`src/rtl/ncc_pkg.sv`:
```
// Shared types and constants for the NCC candidate scheduler.
package ncc_pkg;

    localparam int NUM_PIXELS_DEF = 256;

    typedef enum logic [2:0] {
        ST_IDLE      = 3'd0,
        ST_LOAD_DESC = 3'd1,
        ST_LOAD_WIN  = 3'd2,
        ST_COMPUTE   = 3'd3,
        ST_FINISH    = 3'd4
    } state_e;

    typedef logic [31:0] score_t;

    // Requests above the legal maximum run as the maximum.
    function automatic logic [7:0] clamp_cand(input logic [7:0] n, input int unsigned max_cand);
        if (32'(n) > max_cand) begin
            return max_cand[7:0];
        end
        return n;
    endfunction

endpackage

```
`src/rtl/ncc_byte_counter.sv`:
```
// Byte counter for one descriptor/window phase. Counts accepted bytes
// 0..NUM_PIXELS-1; tc flags the last byte of the phase, and an enabled
// count at tc wraps back to zero ready for the next phase.
module ncc_byte_counter
    import ncc_pkg::*;
#(
    parameter int NUM_PIXELS = NUM_PIXELS_DEF,
    localparam int CW = (NUM_PIXELS > 1) ? $clog2(NUM_PIXELS) : 1
) (
    input  logic          clk,
    input  logic          rst,
    input  logic          en,
    input  logic          clr,
    output logic [CW-1:0] count,
    output logic          tc
);

    assign tc = (count == CW'(NUM_PIXELS - 1));

    // Clear wins over enable; terminal count wraps to zero.
    always_ff @(posedge clk or posedge rst) begin
        if (rst) begin
            count <= '0;
        end else if (clr) begin
            count <= '0;
        end else if (en) begin
            if (tc) begin
                count <= '0;
            end else begin
                count <= count + 1'b1;
            end
        end
    end

endmodule

```
`src/rtl/ncc_sched.sv`:
```
// NCC job scheduler: streams one descriptor then num_cand candidate windows
// into the shift registers, fires the correlation engine after each window
// and collects its scores.
// Optional best-score tracking is built when NCC_SCHED_BEST_TRACK_EN is
// defined; otherwise best_idx/best_score are constant zero.
//
//   state     | meaning
//   ----------+---------------------------------------------------
//   IDLE      | waiting for start
//   LOAD_DESC | accepting NUM_PIXELS descriptor bytes
//   LOAD_WIN  | accepting NUM_PIXELS bytes of the current window
//   COMPUTE   | engine running on current window, wait for eng_done
//   FINISH    | one-cycle done pulse, then back to IDLE
module ncc_sched
    import ncc_pkg::*;
#(
    parameter int NUM_PIXELS = NUM_PIXELS_DEF,
    parameter int MAX_CAND   = 255
) (
    input  logic       clk,
    input  logic       rst,
    input  logic [7:0] pciIn,
    input  logic       pci_valid,
    output logic       pci_ready,
    input  logic       start,
    input  logic [7:0] num_cand,
    output logic       desc_load,
    output logic       desc_shift,
    output logic       win_load,
    output logic       win_shift,
    output logic [7:0] data_out,
    output logic       eng_start,
    input  logic       eng_done,
    input  score_t     eng_score,
    output logic       busy,
    output logic       done,
    output logic [7:0] best_idx,
    output score_t     best_score
);

    localparam logic [2:0] S_IDLE      = ST_IDLE;
    localparam logic [2:0] S_LOAD_DESC = ST_LOAD_DESC;
    localparam logic [2:0] S_LOAD_WIN  = ST_LOAD_WIN;
    localparam logic [2:0] S_COMPUTE   = ST_COMPUTE;
    localparam logic [2:0] S_FINISH    = ST_FINISH;
    localparam int         CW          = (NUM_PIXELS > 1) ? $clog2(NUM_PIXELS) : 1;

    logic [2:0]    state;
    logic [2:0]    state_nxt;
    logic [7:0]    num_cand_q;
    logic [7:0]    cand_cnt;
    logic [CW-1:0] byte_cnt;
    logic          byte_tc;
    logic          accept;
    logic          byte_first;
    logic          job_go;
    logic          capture;
    logic          cand_last;

    assign pci_ready  = (state == S_LOAD_DESC) || (state == S_LOAD_WIN);
    assign accept     = pci_valid && pci_ready;
    assign data_out   = pciIn;
    assign byte_first = (byte_cnt == '0);

    assign desc_load  = accept && (state == S_LOAD_DESC) && byte_first;
    assign desc_shift = accept && (state == S_LOAD_DESC) && !byte_first;
    assign win_load   = accept && (state == S_LOAD_WIN) && byte_first;
    assign win_shift  = accept && (state == S_LOAD_WIN) && !byte_first;

    assign busy       = (state != S_IDLE);
    assign done       = (state == S_FINISH);

    assign job_go     = (state == S_IDLE) && start;
    assign capture    = (state == S_COMPUTE) && eng_done;
    assign cand_last  = (({1'b0, cand_cnt} + 9'd1) == {1'b0, num_cand_q});

    ncc_byte_counter #(
        .NUM_PIXELS (NUM_PIXELS)
    ) u_byte_cnt (
        .clk   (clk),
        .rst   (rst),
        .en    (accept),
        .clr   (job_go),
        .count (byte_cnt),
        .tc    (byte_tc)
    );

    // Next-state decode for the job sequencer.
    always_comb begin
        state_nxt = state;
        case (state)
            S_IDLE: begin
                if (start) state_nxt = S_LOAD_DESC;
            end
            S_LOAD_DESC: begin
                if (accept && byte_tc) begin
                    state_nxt = (num_cand_q != 8'd0) ? S_LOAD_WIN : S_FINISH;
                end
            end
            S_LOAD_WIN: begin
                if (accept && byte_tc) state_nxt = S_COMPUTE;
            end
            S_COMPUTE: begin
                if (eng_done) state_nxt = cand_last ? S_FINISH : S_LOAD_WIN;
            end
            S_FINISH: begin
                state_nxt = S_IDLE;
            end
            default: begin
                state_nxt = S_IDLE;
            end
        endcase
    end

    // State register; eng_start is registered so it covers exactly the
    // first COMPUTE cycle after each window.
    always_ff @(posedge clk or posedge rst) begin
        if (rst) begin
            state     <= S_IDLE;
            eng_start <= 1'b0;
        end else begin
            state     <= state_nxt;
            eng_start <= (state == S_LOAD_WIN) && (state_nxt == S_COMPUTE);
        end
    end

    // Job size latch and candidate counter.
    always_ff @(posedge clk or posedge rst) begin
        if (rst) begin
            num_cand_q <= 8'd0;
            cand_cnt   <= 8'd0;
        end else if (job_go) begin
            num_cand_q <= clamp_cand(num_cand, MAX_CAND);
            cand_cnt   <= 8'd0;
        end else if (capture) begin
            cand_cnt   <= cand_cnt + 8'd1;
        end
    end

`ifdef NCC_SCHED_BEST_TRACK_EN
    score_t     best_score_q;
    logic [7:0] best_idx_q;

    // Running maximum; first score always taken, ties keep the lower index.
    always_ff @(posedge clk or posedge rst) begin
        if (rst) begin
            best_score_q <= '0;
            best_idx_q   <= 8'd0;
        end else if (job_go) begin
            best_score_q <= '0;
            best_idx_q   <= 8'd0;
        end else if (capture && ((cand_cnt == 8'd0) || (eng_score > best_score_q))) begin
            best_score_q <= eng_score;
            best_idx_q   <= cand_cnt;
        end
    end

    assign best_score = best_score_q;
    assign best_idx   = best_idx_q;
`else
    logic unused_score;

    assign unused_score = ^eng_score;
    assign best_score   = '0;
    assign best_idx     = 8'd0;
`endif

endmodule

```
`config.mk`:
```
export PLATFORM = sky130hd
export DESIGN_NAME = ncc_sched
export DESIGN_NICKNAME = d
export VERILOG_FILES = /design/src/rtl/ncc_pkg.sv /design/src/rtl/ncc_byte_counter.sv /design/src/rtl/ncc_sched.sv
export SDC_FILE = /design/constraint.sdc
export NUM_CORES = 1
export LEC_CHECK = 0
export BUFFER_PORTS_ARGS = -buffer_cell sky130_fd_sc_hd__buf_2
export CELL_PAD_IN_SITES_DETAIL_PLACEMENT = 0
export CELL_PAD_IN_SITES_GLOBAL_PLACEMENT = 1
export CORE_AREA = 2 2 69 104
export DETAILED_ROUTE_END_ITERATION = 6
export DIE_AREA = 0 0 71 106
export PLACE_DENSITY_LB_ADDON = 0.1
export SLEW_MARGIN = 10
export SYNTH_ARGS = -nofsm -noshare
export SYNTH_HDL_FRONTEND = slang
export SYNTH_SLANG_ARGS = --single-unit
```
`constraint.sdc`:
```
create_clock -name clk -period 2.7 [get_ports clk]
set_clock_uncertainty 0.2 [all_clocks]
set_input_delay 0.54 -clock clk [delete_from_list [all_inputs] [get_ports clk]]
set_output_delay 0.54 -clock clk [all_outputs]
set_load 0.1 [all_outputs]
```
# After elaboration in Yosys (flattened, before gate mapping)
# Cells that the tools add are included.
# op_classes
n_addsub,3
multipliers,0
div_mod_pow,0
magnitude_cmp,0
eq_ne,7
n_shift,0
mux,12
bitwise_logic,0
reduce_logical,19
# ops
op,n
$mux W8,5
$mux W3,6
$add A8 B1 Y8 const B,2
$pmux W3 S4,1
$logic_and A1 B1 Y1,11
$add A8 B1 Y9 const B,1
$eq A3 B2 Y1 const B,3
$eq A9 B8 Y1,1
$eq A8 B8 Y1 const B,1
$logic_not A8 Y1,1
$reduce_bool A8 Y1,1
$reduce_bool A2 Y1,2
$eq A3 B1 Y1 const B,1
$eq A3 B3 Y1 const B,1
$logic_not A3 Y1,1
$reduce_bool A3 Y1,1
$logic_not A1 Y1,1
$logic_or A1 B1 Y1,1
# word_totals
ff_bits,28
latchBits,0
ramBits,0
rom_bits,0
input_bits,53
wordCells,46
memories,0

# Longest topological paths before layout
# depth
word_depth,8
ltp_mapped,7

# Modules after synthesis
# From an unflattened synthesis, not the netlist that was laid out.
# unflattened
cells_unflattened,234
area_unflattened_um2,2114.5
# modules_own_cells
module,n_inst,cells_per_inst,area_per_inst_um2,seq_area_each_um2
ncc_sched,1,188,1671.6,500.5
ncc_byte_counter,1,46,442.9,200.2

# Worst setup path after synthesis
# No wires, ideal clock.
# synth_path
path_type,flip-flop to output port
start,reg state[2]
end,out done
t_arrival_ns,2.703
setup_slack_ns,-0.743
path_stages_with_launch,3
path_buffers,1
cell_sequence,dfrtp_1 > buf_2 > nor3b_1
# synth_between
elab_chain_cells,1
# synth_rtl
element,line_no,source
"start, declared",ncc_sched.sv:48,logic [2:0] state;
"start signal, assigned",ncc_sched.sv:122,state <= state_nxt;
$eq A3 B3 Y1,ncc_sched.sv:71,assign done = (state == S_FINISH);
"end, declared",ncc_sched.sv:36,"output logic done,"
# No other way between the ends.

# Worst setup path in the final report
# layout_path
start,reg u_byte_cnt.count[0]
end,out desc_shift
# layout_between
elab_chain_cells,3
# layout_rtl
element,line_no,source
"start, declared",ncc_byte_counter.sv:14,"output logic [CW-1:0] count,"
"start signal, assigned",ncc_byte_counter.sv:30,count <= count + 1'b1;
$logic_not A8 Y1,ncc_sched.sv:63,assign byte_first = (byte_cnt == '0);
$logic_not A1 Y1,ncc_sched.sv:66,assign desc_shift = accept && (state == S_LOAD_DESC) && !byte_first;
$logic_and A1 B1 Y1,ncc_sched.sv:66,
"end, declared",ncc_sched.sv:28,"output logic desc_shift,"
# No other way between the ends.

==> results.sh <==
export IMPL_synth_edff_count=0
export IMPL_final_max_slew_viol_count=0
export IMPL_initial_utilization_pct=30.9
export IMPL_synthArstFlopShare_pct=100
export IMPL_cp_start_kind="flop"
export IMPL_fin_crit_sh_pct=94.5
export IMPL_firstDrtPassIters=6
export IMPL_clockBufferDepth=2
export IMPL_clkPwrFrac_pct=17.5
export IMPL_hold_buffers=0
export IMPL_fin_nets=310
export IMPL_dp_hpwl_um=3520
export IMPL_hold_viol_final=0
export IMPL_p_per_area_nw_per_um2=631
export IMPL_fin_crit_ps=2550
export IMPL_fmax_mhz=392
export IMPL_vias_per_cell=4.61
export IMPL_synth_area_leaders="dfrtp_1, buf_4, nor2_1"
export IMPL_io_buffers=20
export IMPL_switchingPower_uw=624
export IMPL_netlist_top_cell_by_area="dfrtp_1"
export IMPL_grtUsageTotal_pct=12.6
export IMPL_synthCells=240
export IMPL_grt_first_pass_wirelength_um=7570
export IMPL_synth_distinct_cells=50
export IMPL_ys_seq_area_share_pct=33.8
export IMPL_critPathKind="flop to output port"
export IMPL_p_seq_share_pct=41.5
export IMPL_clock_sinks=28
export IMPL_die_area_um2=7530
export IMPL_grt_max_degree=29
export IMPL_cts_max_level=1
export IMPL_hold_path_class="input pin to asynchronous set/reset pin"
export IMPL_insertion_delay_ps=280
export IMPL_grt_pass1_vias=1560
export IMPL_place_congestion=0.727
export IMPL_outcome="completed"
export IMPL_vias=1521
export IMPL_rsz0062_at_grt="false"
export IMPL_synth_flop_cell="dfrtp_1"
export IMPL_final_common_cell="conb_1"
export IMPL_ctsRootBufferMaster="clkbuf_8"
export IMPL_wl_per_cell_um=13.8
export IMPL_postCtsSetupBuffers=0
export IMPL_clkSlewWorstSetupHoldPaths_ps=100
export IMPL_antenna_found_initial=0
export IMPL_synth_top_area_share_pct=33.8
export IMPL_yosys_warnings=0
export IMPL_pwr_share_comb_pct=41.0
export IMPL_antenna_left=0
export IMPL_cts_tree="built"
export IMPL_finalNonFillerCells=330
export IMPL_grt_overflow_total=0
export IMPL_drv_cap=0
export IMPL_ys_seq_elements=28
export IMPL_end_kind="output port"
export IMPL_netSwitchingFraction_pct=46.7
export IMPL_required_ps=1960
export IMPL_fin_area_um2=2120
export IMPL_syn_cell_area_um2=2070
export IMPL_critPathMaxFanout=6
export IMPL_p_int_uw=713
export IMPL_syn_mean_instance_area_um2=8.64
export IMPL_antenna_cells=0
export IMPL_routed_wl_um=4540
export IMPL_fp_row_count=37
export IMPL_initialDrtViolationCount=32
export IMPL_place_inst=327
export IMPL_final_cell_mix="conb_1, nor2_1, dfrtp_1, buf_2, o21ai_0"
export IMPL_core_area_um2=6710
export IMPL_setup_viol=0
export IMPL_io_pins=109
export IMPL_fp_dieW_um=71
export IMPL_area_delta_synth_final_pct=2.23
export IMPL_layout_drive_gt1_share_pct=17.9
export IMPL_dpl_cell_area_um2=2060
export IMPL_arrival_ps=1810
export IMPL_drc=0
export IMPL_fp_dieH_um=106
export IMPL_peakVddDrop_v=0.000201
export IMPL_total_leakage_power_nw=0.951
export IMPL_cts_buffers=3
==> final timing paths <==
kind / start / to / slack, ps / depth (start not counted)
worst max-delay path: u_byte_cnt.count[0] / desc_shift / 150 / 6
worst min-delay path: rst / u_byte_cnt.count[4] / 120 / 3
worst max register to register: cand_cnt[0] / state[2] / 390 / 6
worst min register to register: cand_cnt[7] / cand_cnt[7] / 330 / 1
max in group asynchronous: rst / cand_cnt[7] / 1900 / 3
min in group clk: num_cand[3] / num_cand_q[3] / 270 / 3
==> power groups by stage <==
stage                     clock [mW]  combinational (mW)  sequential (mW)
after floorplan                    0               0.572            0.537
after global placement             0               0.550            0.564
after detailed placement           0               0.551            0.563
after CTS                      0.251               0.552            0.556
after global routing           0.263               0.598            0.569
final                          0.234               0.548            0.555
==> state kept, by name, indices dropped and copies added, names as in the netlist <==
signal,cells
cand_cnt,8
num_cand_q,8
u_byte_cnt.count,8
state,3
eng_start,1
==> critical path, stage by stage, from the launching register on <==
cell and delay (ps):
dfrtp_1 430, inv_1 60, ha_1 210, nor4b_2 160, and2_1 170, nor2_2 70, buf_2 420
==> logic make-up (layout without fill, tap and decap cells) <==
logic type | after synthesis | count (layout) | share of synthesized area, %
xor+xnor | 13 | 13 | 5.85
other cells | 1 | 40 | 0.181
simple gates | 87 | 87 | 21.5
mux | 8 | 8 | 4.29
flops | 28 | 28 | 33.8
compound gates | 36 | 36 | 11.4
buf+inv | 64 | 37 | 21.1
fa+ha+maj | 3 | 3 | 1.81
==> synth_stat cells, drive strengths merged, types with 4 or more instances <==
master and instances:
inv 8, o21ai 15, or3 4, a21oi 5
xor2 4, nand2 14, nor2 31, and3 4
mux2 7, dfrtp 28, buf 53, nor3 7
xnor2 9, nand3 11
==> repair_timing <==
action | 4_1_cts | 5_1_grt
gates resized for setup | 0 | 4
hold endpoints to repair | 0 | 0
endpoints found under the setup margin | 0 | 4
==> layout make-up <==
cell class                 instances  area (um2)
timing repair buffer              26         153
sequential                        28         701
clock buffer                       3        41.3
inverter                           8        30.0
fill                             746        4590
multi-input combinational        187        1100
tap                               78        97.6
==> layer usage <==
layer / vias to the layer above / global-route usage [%] / routed length, um
li1: 764 / - / -
met1: 723 / 13.5 / 1710
met2: 27 / 25.0 / 2670
met3: 7 / 1.61 / 101
met4: 0 / 3.50 / 63
met5: - / 0 / 0
==> through the flow <==
step	utilization, %	hold WS (ps)	worst slack [ps]	TNS, ps	power, mW
6_report	31.6	119	149	0	1.34
5_1_grt	31.6	163	16.6	0	1.43
4_1_cts	31.4	139	2.13	0	1.36
3_5_place_dp	30.8	323	321	0	1.11
3_3_place_gp	30.8	322	327	0	1.11
2_1_floorplan	-	278	-243	-486	1.11
Note: power is estimated with default switching activity, not from simulation.
